`config.mk`:
```
export PLATFORM = sky130hd
export DESIGN_NAME = apb_payload_controller
export DESIGN_NICKNAME = d
export VERILOG_FILES = /design/src/rtl/apb_payload_controller.sv
export SDC_FILE = /design/constraint.sdc
export NUM_CORES = 1
export LEC_CHECK = 0
export CORE_ASPECT_RATIO = 0.9
export CORE_MARGIN = 5
export CORE_UTILIZATION = 55
export CTS_CLUSTER_DIAMETER = 50
export DETAILED_ROUTE_END_ITERATION = 8
export PLACE_DENSITY_LB_ADDON = 0.12
export SYNTH_ARGS = -nofsm -noshare
export SYNTH_HDL_FRONTEND = slang
export SYNTH_SLANG_ARGS = --single-unit
```
`constraint.sdc`:
```
create_clock -name pclk -period 2.7 [get_ports pclk]
set_input_delay 0.675 -clock pclk [delete_from_list [all_inputs] [get_ports pclk]]
set_output_delay 0.675 -clock pclk [all_outputs]
set_load 0.02 [all_outputs]
```
`src/rtl/apb_payload_controller.sv`:
```
// APB slave for ERR_STATUS / PAYLOAD0..1 / DATA_SIZE that streams the stored payload as bytes.
// Optional build macro APB_WAIT_STATE_EN inserts one wait cycle between setup and access.
module apb_payload_controller #(
  parameter int unsigned DATA_WIDTH = 32
) (
  input  logic                  pclk,
  input  logic                  preset,
  input  logic                  psel_x,
  input  logic                  penable,
  input  logic                  pwrite,
  input  logic [2:0]            paddr,
  input  logic [DATA_WIDTH-1:0] pwdata,
  output logic [DATA_WIDTH-1:0] prdata,
  output logic                  pready,
  output logic                  pslverr,
  output logic                  tx_valid,
  input  logic                  tx_ready,
  output logic [7:0]            tx_data,
  output logic                  tx_last,
  output logic                  busy
);
  localparam int unsigned MAX_BYTES = 2 * DATA_WIDTH / 8;
  localparam int unsigned SIZE_W    = $clog2(MAX_BYTES + 1);
  localparam int unsigned IDX_W     = $clog2(MAX_BYTES);

  typedef enum logic [1:0] {IDLE, ACCESS, WAIT} apb_state_t;

  apb_state_t              state;
  logic [DATA_WIDTH-1:0]   payload0;
  logic [DATA_WIDTH-1:0]   payload1;
  logic [DATA_WIDTH-1:0]   wdata_q;
  logic [SIZE_W-1:0]       data_size;
  logic [3:0]              err_sticky;
  logic [3:0]              err_q;
  logic [3:0]              err_nxt;
  logic [2:0]              addr_q;
  logic                    write_q;
  logic [IDX_W-1:0]        idx;
  logic [IDX_W-1:0]        idx_inc;
  logic [2*DATA_WIDTH-1:0] payload_w;
  logic [DATA_WIDTH-1:0]   rd_val;
  logic                    setup;
  logic                    size_bad;
  logic                    last_nxt;
  logic [7:0]              byte_nxt;
`ifdef APB_WAIT_STATE_EN
  logic [DATA_WIDTH-1:0]   rd_q;
`endif

  // Error and read data are both resolved from the setup-cycle view of the bus.
  always_comb begin
    setup    = (state == IDLE) && psel_x && !penable;
    size_bad = (pwdata == '0) || (pwdata > DATA_WIDTH'(MAX_BYTES));
    err_nxt  = '0;
    err_nxt[0] = paddr[2];
    if (pwrite) begin
      err_nxt[1] = (paddr == 3'd0);
      err_nxt[2] = busy && !paddr[2] && (paddr != 3'd0);
      err_nxt[3] = (paddr == 3'd3) && size_bad;
    end
    rd_val = '0;
    if (!pwrite) begin
      case (paddr)
        3'd0:    rd_val = DATA_WIDTH'({busy, err_sticky});
        3'd1:    rd_val = payload0;
        3'd2:    rd_val = payload1;
        3'd3:    rd_val = DATA_WIDTH'(data_size);
        default: rd_val = '0;
      endcase
    end
    payload_w = {payload1, payload0};
    idx_inc   = idx + 1'b1;
    byte_nxt  = payload_w[{idx_inc, 3'b000} +: 8];
    last_nxt  = ((SIZE_W'(idx_inc) + SIZE_W'(1)) == data_size);
  end

  always_ff @(posedge pclk) begin
    if (preset) begin
      state      <= IDLE;
      prdata     <= '0;
      pready     <= 1'b0;
      pslverr    <= 1'b0;
      tx_valid   <= 1'b0;
      tx_data    <= '0;
      tx_last    <= 1'b0;
      busy       <= 1'b0;
      payload0   <= '0;
      payload1   <= '0;
      wdata_q    <= '0;
      data_size  <= '0;
      err_sticky <= '0;
      err_q      <= '0;
      addr_q     <= '0;
      write_q    <= 1'b0;
      idx        <= '0;
`ifdef APB_WAIT_STATE_EN
      rd_q       <= '0;
`endif
    end else begin
      if (tx_valid && tx_ready) begin
        if (tx_last) begin
          tx_valid <= 1'b0;
          busy     <= 1'b0;
          idx      <= '0;
          tx_data  <= '0;
          tx_last  <= 1'b0;
        end else begin
          idx     <= idx_inc;
          tx_data <= byte_nxt;
          tx_last <= last_nxt;
        end
      end

      case (state)
        IDLE: begin
          if (setup) begin
            addr_q  <= paddr;
            write_q <= pwrite;
            wdata_q <= pwdata;
            err_q   <= err_nxt;
`ifdef APB_WAIT_STATE_EN
            rd_q    <= rd_val;
            state   <= WAIT;
`else
            prdata  <= rd_val;
            pready  <= 1'b1;
            pslverr <= |err_nxt;
            state   <= ACCESS;
`endif
          end
        end
`ifdef APB_WAIT_STATE_EN
        WAIT: begin
          prdata  <= rd_q;
          pready  <= 1'b1;
          pslverr <= |err_q;
          state   <= ACCESS;
        end
`endif
        ACCESS: begin
          pready  <= 1'b0;
          pslverr <= 1'b0;
          prdata  <= '0;
          state   <= IDLE;
          // A freshly reported error survives the clear-on-read of ERR_STATUS.
          err_sticky <= (((!write_q) && (addr_q == 3'd0)) ? 4'b0000 : err_sticky) | err_q;
          if (write_q && (err_q == '0)) begin
            case (addr_q)
              3'd1: payload0 <= wdata_q;
              3'd2: payload1 <= wdata_q;
              3'd3: begin
                data_size <= wdata_q[SIZE_W-1:0];
                busy      <= 1'b1;
                tx_valid  <= 1'b1;
                idx       <= '0;
                tx_data   <= payload_w[7:0];
                tx_last   <= (wdata_q[SIZE_W-1:0] == SIZE_W'(1));
              end
              default: ;
            endcase
          end
        end
        default: state <= IDLE;
      endcase
    end
  end
endmodule
```
[Word level (Yosys, flattened, before mapping)]
Index checks and enable logic that the tools add are counted.
Storage, ports and cells
  output and inout port bits: 45
  input port bits: 41
  logic and storage cells: 93
  register bits: 161
Cells by class
  $lt $le $gt $ge: 1
  reductions and logical operators: 26
  multiplexer cells: 35
  shifts and indexed selects: 1
  bitwise gates (word level): 2
  add/subtract/negate cells: 2
  equality and inequality tests: 9
Operators with widths (count)
  case mux 32 bit (4 select lines): 1
  two-way mux 32 bit: 2
  case mux 32 bit (2 select lines): 1
  indexed part select 64 x 7 -> 8 bit: 1
  two-way mux 8 bit: 5
  > comparator 32 x 4 -> 1 bit (second input constant): 1
  logical NOT 32 bit: 1
  two-way mux 3 bit: 6
  two-way mux 1 bit: 17
  == test 3 x 2 -> 1 bit (second input constant): 4
  AND reduction 3 bit: 3
  logical AND 1 bit: 8
  == test 3 x 1 -> 1 bit (second input constant): 2
  logical NOT 3 bit: 2
  adder 3 x 1 -> 4 bit (second input constant): 1
  == test 4 x 1 -> 1 bit (second input constant): 1
  == test 4 bit: 1
  logical NOT 4 bit: 1
  two-way mux 4 bit: 1
  OR 4 bit: 1
  case mux 1 bit (2 select lines): 2
  AND reduction 2 bit: 2
  OR reduction 4 bit: 1
  adder 3 x 1 -> 3 bit (second input constant): 1
  other kinds (8): 10

[Longest topological paths before layout]
Gate-level depths: netlist of the first run.
  depth after elaboration: 8
  depth in mapped cells: 8
  mapped depth without buffers: 6

[Least setup slack after synthesis of the first run]
Ideal clock, no wire load.
  path type: register to register
  from: register idx[0]
  to: register tx_data[4]
  cell stages (with the launch flop): 9
  path buffers: 3
  path slack: 0.559 ns
  library setup time: 0.133 ns
  clock period less this slack: 2.141 ns
  arrival time: 2.008 ns
  data required time: 2.567 ns
  cells stage by stage: dfxtp_1 > buf_2 > inv_1 > ha_1 > buf_2 > buf_2 > mux4_2 > a31oi_1 > a211oi_2
On the way
  cells in the longest elaborated chain, start to end: 7
RTL lines
  start: declaration: line 38  | logic [IDX_W-1:0] idx;
  start signal: assignment: line 108  | idx <= idx_inc;
  adder 3 x 1 -> 3 bit *: line 72  | idx_inc = idx + 1'b1;
  indexed part select 64 x 7 -> 8 bit *: line 73  | byte_nxt = payload_w[{idx_inc, 3'b000} +: 8];
  two-way mux 8 bit *: line 101  | if (tx_last) begin
  two-way mux 8 bit *: line 100  | if (tx_valid && tx_ready) begin
  two-way mux 8 bit: line 148  | case (addr_q)
  two-way mux 8 bit: line 147  | if (write_q && (err_q == '0)) begin
  two-way mux 8 bit *: line 114  | case (state)
  end signal: assignment: line 109  | tx_data <= byte_nxt;
  end signal: assignment: line 156  | tx_data <= payload_w[7:0];
  end: declaration: line 18  | output logic [7:0] tx_data,
Mark *: on every way between the ends. The rest lies on a longest branch, timed or not.
A chain may end at the register's enable or synchronous reset.

[Worst setup path after layout of the first run]
  from: register busy
  to: output port busy
RTL lines
  start: declaration: line 20  | output logic busy
  start signal: assignment: line 86  | busy <= 1'b0;
  start signal: assignment: line 103  | busy <= 1'b0;
  start signal: assignment: line 153  | busy <= 1'b1;
No word-level cell between the ends.

==> results of run 1 <==
layout by cell type, fill, tap and decap left out, types with 4 or more instances in the layout:
master / synthesis / layout
a211oi_1: 7 / 7
a21oi_1: 111 / 110
a22o_1: 27 / 27
a22oi_1: 36 / 36
a31oi_1: 8 / 8
a32oi_1: 8 / 8
buf_12: 0 / 4
buf_4: 1 / 18
clkbuf_1: 34 / 4
clkbuf_16: 0 / 17
clkbuf_8: 0 / 6
clkdlybuf4s50_1: 0 / 84
clkinv_2: 0 / 4
dfxtp_1: 160 / 160
mux4_2: 20 / 20
nand2_1: 219 / 219
nand3_1: 4 / 4
nand4_1: 4 / 4
nor2_1: 49 / 49
nor3_1: 4 / 4
nor4_1: 7 / 7
xnor2_1: 4 / 4
stage by stage:
stage | std cells | instance area [µm²] | hold WS, ps | power [µW] | worst slack, ps
2_1_floorplan | 771 | 6710 | 443 | 2590 | 559
3_3_place_gp | 972 | 7660 | 455 | 2710 | 375
3_5_place_dp | 972 | 7660 | 461 | 2710 | 334
4_1_cts | 1004 | 8230 | 466 | 4980 | 517
5_1_grt | 1004 | 8230 | 490 | 5130 | 438
6_report | 1004 | 8230 | 463 | 4980 | 527
cell type report:
class	instances	area, µm²
fill	988	3800
multi-input combinational	544	3190
timing repair buffer	106	1060
tap	160	200
clock buffer	27	523
inverter	2	7.51
sequential	160	3200
clock inverter	5	50.0
per-layer routing:
metal / GRT usage / vias up
met5: 0 / -
met3: 0.0655 / 33
met1: 0.389 / 2949
li1: - / 2837
met2: 0.397 / 291
met4: 0.0858 / 0
flip-flops by register name, summed over array words and instances (netlist names):
| register | count |
|---|---|
| addr_q | 2 |
| err_q | 4 |
| wdata_q | 32 |
| payload0 | 32 |
| idx | 3 |
| prdata | 32 |
| tx_last | 1 |
| data_size | 4 |
| pready | 1 |
| tx_data | 8 |
| err_sticky | 4 |
| payload1 | 32 |
| state | 1 |
| tx_valid | 1 |
| pslverr | 1 |
| write_q | 1 |
| busy | 1 |
power groups by stage:
| stage | Sequential [µW] | Combinational (µW) | Clock (µW) |
|---|---|---|---|
| final | 2420 | 242 | 2320 |
| after global routing | 2430 | 260 | 2440 |
| after CTS | 2420 | 241 | 2320 |
| after detailed placement | 2470 | 239 | 0 |
| after global placement | 2470 | 235 | 0 |
| after floorplan | 2460 | 129 | 0 |
worst min path at each step:
stage / endpoint / slack [ps] / start / cells past startpoint
after floorplan: payload1[0] / 440 / payload1[0] / 2
after global placement: payload1[11] / 450 / payload1[11] / 2
after detailed placement: payload0[4] / 460 / wdata_q[4] / 2
after CTS: payload0[4] / 470 / wdata_q[4] / 2
after global routing: payload1[8] / 490 / wdata_q[8] / 2
final: payload0[4] / 460 / wdata_q[4] / 2
cells by family after synthesis:
family | Yosys count | share of synthesized area
buffers and inverters | 67 | 0.0492
AND/OR/NAND/NOR | 306 | 0.193
XOR/XNOR | 6 | 0.00783
flip-flops | 160 | 0.477
adder cells (fa/ha/maj) | 2 | 0.00373
multiplexers | 23 | 0.0716
AO/OA/AOI/OAI | 207 | 0.197
==> Flow_metrics.wiki, run 1 <==
{| class="wikitable"
! Metric !! Value
|-
| Post-CTS repair timing setup buffer count || 0
|-
| Power per cell area || 605 nW/µm²
|-
| Critical Path Max Stage Delay || 650 ps
|-
| Number of DRC violations after detailed-routing iteration 0 || 818
|-
| Vias in the first global route || 5651
|-
| Comb power frac || 0.049
|-
| Uppermost signal routing layer after detailed routing || met4
|-
| Critical path destination || busy
|-
| Sequential cell area fraction in the yosys report || 0.477
|-
| Port Buffers || 85
|-
| Highest-delay cell along the critical path || clkdlybuf4s50_1
|-
| Avg Vias per Cell || 6.09
|-
| Worst path arrival time || 1500 ps
|-
| Synth area leaders || dfxtp_1 (48%), nand2_1 (12%), a21oi_1 (8.3%)
|-
| Final antenna diode count || 0
|-
| Number of resized instances in the post-cts repair step || 0
|-
| WL/cell || 19.4 µm
|-
| Final worst path period share || 0.805
|-
| Number of warnings printed during yosys synthesis || 0
|-
| Detailed-routed wire length on met3 || 1.76 mm
|-
| Final setup TNS || 0 ps
|-
| Area grow syn2layout || 22.6%
|-
| First-pass GRT wire length || 30.6 mm
|-
| Final hold violation count || 0
|-
| Clock latency on the worst-skew pair || 420 ps
|-
| Die Wd || 126 µm
|-
| Ports || 86
|-
| Sequential cell fraction of total power || 0.487
|-
| M1 wire length || 8.69 mm
|-
| Maximum clock path buffer count || 2
|-
| Fraction of final layout cells sized beyond drive strength 1 || 0.0936
|-
| Final antenna-violating net count || 0
|-
| Die boundary height || 115 µm
|-
| Final WL || 19.5 mm
|-
| Most numerous cell types in the synthesized netlist || nand2_1 (219), dfxtp_1 (160), a21oi_1 (111)
|-
| Worst-path maximum fanout || 2
|-
| Least-Margin Pin Slew || 694 ps
|-
| CTS H-Tree Depth || 4
|-
| Net switching component of the power || 1080 µW
|-
| Most frequently used flop master after synthesis || dfxtp_1
|-
| Synthesized instance count || 771
|-
| Achievable frequency || 460 MHz
|-
| Number of synthesized flops with an enable pin || 0
|-
| Initial standard-cell utilization of the core || 0.558
|-
| Total of hold buffers inserted after clock tree synthesis || 0
|-
| Final HPWL from detailed placement || 13.4 mm
|-
| GRT Residual Overflow || 0
|-
| Family with the most delay on the worst path || buffers and inverters
|-
| DRC violations left || 0
|-
| Reg2Reg Launch Point || idx[0]
|-
| Final setup vio count || 0
|-
| Launch point of the critical path || busy
|-
| Number of nets in the synthesized netlist || 814
|-
| Share of total power in the clock network || 0.465
|-
| Netlist cell types || 47
|-
| Final Util || 0.684
|-
| Buf+Inv Stages, Crit Path || 1
|-
| Crit path launch type || flip-flop
|-
| Kind of critical path || reg2out
|-
| Final net count || 874
|-
| Clock-pin transition on the worst setup and hold timing paths || 60 ps
|-
| Initial DRT Pass Iterations || 6
|-
| Setup repair after global routing missed its margin || no
|-
| Register-to-register setup slack || 560 ps
|-
| Crit path time final || 2170 ps
|-
| Root Buffer || clkbuf_16
|-
| DIE AREA || 14500 µm²
|-
| Met2 wire length || 8.57 mm
|-
| FF+latch count, synth || 160
|-
| Critical register-to-register path endpoint || tx_data[0]
|-
| Worst r2r path cells || 6
|-
| Worst Setup End Kind || output pin
|-
| Lkg Pwr || 0.00277 µW
|-
| Clock tree from TritonCTS || yes
|-
| Detailed-route via count || 6110
|-
| Number of gates on the worst path with buffers counted || 1
|-
| Area share of the leading cell type in the synthesized netlist || 0.477
|-
| Result of the run || complete, no violations
|-
| Critical path cell sequence || clkdlybuf4s50_1
|-
| Total routing usage reported by global routing || 0.268
|-
| Worst Skew || 9.04 ps
|-
| Path class of the lowest-slack min-delay path || reg2reg
|-
| Syn avg cell area || 8.71 µm²
|-
| Core Box Area || 12000 µm²
|-
| Most numerous cell in the Yosys netlist || nand2_1
|-
| Post-Synthesis Cell Area || 6710 µm²
|-
| Peak VDD IR || 507 µV
|-
| Number of max-slew violations in the final report || 0
|-
| Antenna violations before repair || 0
|-
| Site Rows || 38
|-
| Largest net degree at the start of global routing || 161
|-
| TritonCTS Sinks || 160
|-
| Worst slew slack as a fraction of its limit || 0.535
|-
| RePlAce Congestion || 0.878
|-
| Cell taking the most area after synthesis || dfxtp_1
|-
| Number of buffers created by CTS || 17
|-
| Internal power || 3900 µW
|-
| Worst Path Required || 2030 ps
|-
| Number of violations of the max-capacitance limit || 0
|-
| Share of async-settable or async-resettable flops after synthesis || 0
|-
| Switching part of the total power || 0.217
|}
Power figures use the tool's default switching activity.
==> inputs of run 2 (changes only) <==
Clock period 2.7 ns to 2.1 ns, I/O delays scaled along.
==> run 2 against run 1 <==
Die area did not move. Global-route usage fell by 0.081 points. Non-clock buffer count rose by 10. Clock skew fell by 1.1 ps. Hold slack barely moved. Utilization rose by 1.6 points. Register-to-register slack got worse by 410 ps. Final cell count rose by 1.0%. Flip-flop and latch count did not move. Design area rose by 2.4%. Clock-buffer cell count fell by 8. Sequential power rose by 29%.
==> Flow_metrics.wiki, run 2 (synthesis gave the netlist of run 1 again) <==
{| class="wikitable"
! Metric !! Value
|-
| Result of the run || complete, no violations
|-
| Port Buffers || 85
|-
| Final hold violation count || 0
|-
| Worst Setup Slack, final || 58.7 ps
|-
| Critical Path Max Stage Delay || 650 ps
|-
| Achievable frequency || 490 MHz
|-
| Number of max-slew violations in the final report || 0
|-
| Number of DRC violations after detailed-routing iteration 0 || 905
|-
| Worst Setup End Kind || output pin
|-
| Critical register-to-register path endpoint || tx_data[0]
|-
| Worst Skew || 7.92 ps
|-
| Most frequent standard cell in the layout excluding fill and tap cells || nand2_1
|-
| Clock tree from TritonCTS || yes
|-
| Avg Vias per Cell || 5.93
|-
| Top library cells by usage in the layout, fill and taps aside || nand2_1 (219), dfxtp_1 (160), a21oi_1 (110)
|-
| Die Wd || 126 µm
|-
| Number of buffers created by CTS || 17
|-
| DRC violations left || 0
|-
| Maximum clock path buffer count || 2
|-
| Crit path time final || 2040 ps
|-
| Fin Hold WS || 463 ps
|-
| Placed Cells || 982
|-
| WL/cell || 18.9 µm
|-
| Final HPWL from detailed placement || 13.3 mm
|-
| Least-Margin Pin Slew || 471 ps
|-
| Site Rows || 38
|-
| Lkg Pwr || 0.00288 µW
|-
| Hold Path Depth || 2
|-
| Root Buffer || clkbuf_16
|-
| Reg2Reg Launch Point || idx[0]
|-
| Post-CTS repair timing setup buffer count || 0
|-
| Die boundary height || 115 µm
|-
| Finished layout cell area || 8430 µm²
|-
| Critical path cell sequence || clkdlybuf4s50_1
|-
| Worst slew slack as a fraction of its limit || 0.685
|-
| DIE AREA || 14500 µm²
|-
| Register-to-register setup slack || 150 ps
|-
| Peak VDD IR || 517 µV
|-
| Worst-path maximum fanout || 2
|-
| Buf+Inv Stages, Crit Path || 1
|-
| Largest net degree at the start of global routing || 75
|-
| Fraction of final layout cells sized beyond drive strength 1 || 0.108
|-
| Post-place setup slack || -81.1 ps
|-
| End of the worst hold path || payload0[13]
|-
| Initial DRT Pass Iterations || 5
|-
| Area grow syn2layout || 25.5%
|-
| TritonCTS Sinks || 160
|-
| Worst r2r path cells || 6
|-
| Worst path arrival time || 1520 ps
|-
| First-pass GRT wire length || 30.2 mm
|-
| Total routing usage reported by global routing || 0.267
|-
| Kind of critical path || reg2out
|-
| Final net count || 884
|-
| Crit path launch type || flip-flop
|-
| Number of resized instances in the post-cts repair step || 0
|-
| Path class of the lowest-slack min-delay path || reg2reg
|-
| DP Area || 7770 µm²
|-
| Vias in the first global route || 5519
|-
| Highest-delay cell along the critical path || clkdlybuf4s50_1
|-
| Detailed-route via count || 6015
|-
| Area taken by multi-input logic gates || 3190 µm²
|-
| Power per cell area || 820 nW/µm²
|-
| Final antenna diode count || 0
|-
| Total of hold buffers inserted after clock tree synthesis || 0
|-
| RePlAce Congestion || 0.920
|-
| Final WL || 19.1 mm
|-
| GRT Residual Overflow || 0
|-
| Setup repair after global routing missed its margin || no
|-
| Family with the most delay on the worst path || buffers and inverters
|-
| Initial standard-cell utilization of the core || 0.558
|-
| Cell Count, Final, Fillers Out || 1014
|-
| Antenna violations before repair || 0
|-
| Final worst path period share || 0.972
|-
| Clock-pin transition on the worst setup and hold timing paths || 60 ps
|-
| Sequential Area || 3200 µm²
|-
| Final setup vio count || 0
|-
| Number of violations of the max-capacitance limit || 0
|-
| Worst Path Required || 1570 ps
|-
| Final antenna-violating net count || 0
|-
| Overall power || 6910 µW
|-
| Ports || 86
|-
| Count of fill cells added during filler insertion || 966
|-
| Startpoint of the worst hold path || wdata_q[13]
|-
| Core Box Area || 12000 µm²
|-
| Clock latency on the worst-skew pair || 430 ps
|-
| CTS H-Tree Depth || 4
|}
==> run 2: worst max path at each step <==
stage,start,to,slack [ps],cells after the start
3_5_place_dp,pwdata[16],pslverr,-80,5
4_1_cts,busy,busy,50,1
6_report,busy,busy,60,1
3_3_place_gp,pwdata[15],pslverr,-70,5
2_1_floorplan,idx[0],tx_data[4],20,8
5_1_grt,busy,busy,40,1
==> run 2: stage by stage <==
stage,util,TNS (ps)
3_3_place_gp,0.646,-79.0
4_1_cts,0.701,0
3_5_place_dp,0.646,-126
5_1_grt,0.701,0
6_report,0.701,0
2_1_floorplan,-,0
==> run 2: routing by layer <==
metal	track usage	routed length (µm)
met1	0.394	8560
met3	0.0604	1740
met5	0	0
met2	0.387	8470
met4	0.0958	382
==> run 2: power breakdown <==
| part | total, µW | internal (µW) | switching, µW |
|---|---|---|---|
| Clock | 3470 | 2240 | 1220 |
| Combinational | 324 | 142 | 182 |
| Sequential | 3120 | 3070 | 44.8 |
==> run 2: final cells by class <==
| type | instances | share of cell area |
|---|---|---|
| flip-flops and latches | 160 | 0.380 |
| multi-input cells | 544 | 0.378 |
| repair buffers | 116 | 0.139 |
| clock buffers | 19 | 0.0526 |
| clock inverters | 13 | 0.0255 |
| well taps | 160 | 0.0238 |
| inverters | 2 | 0.000891 |
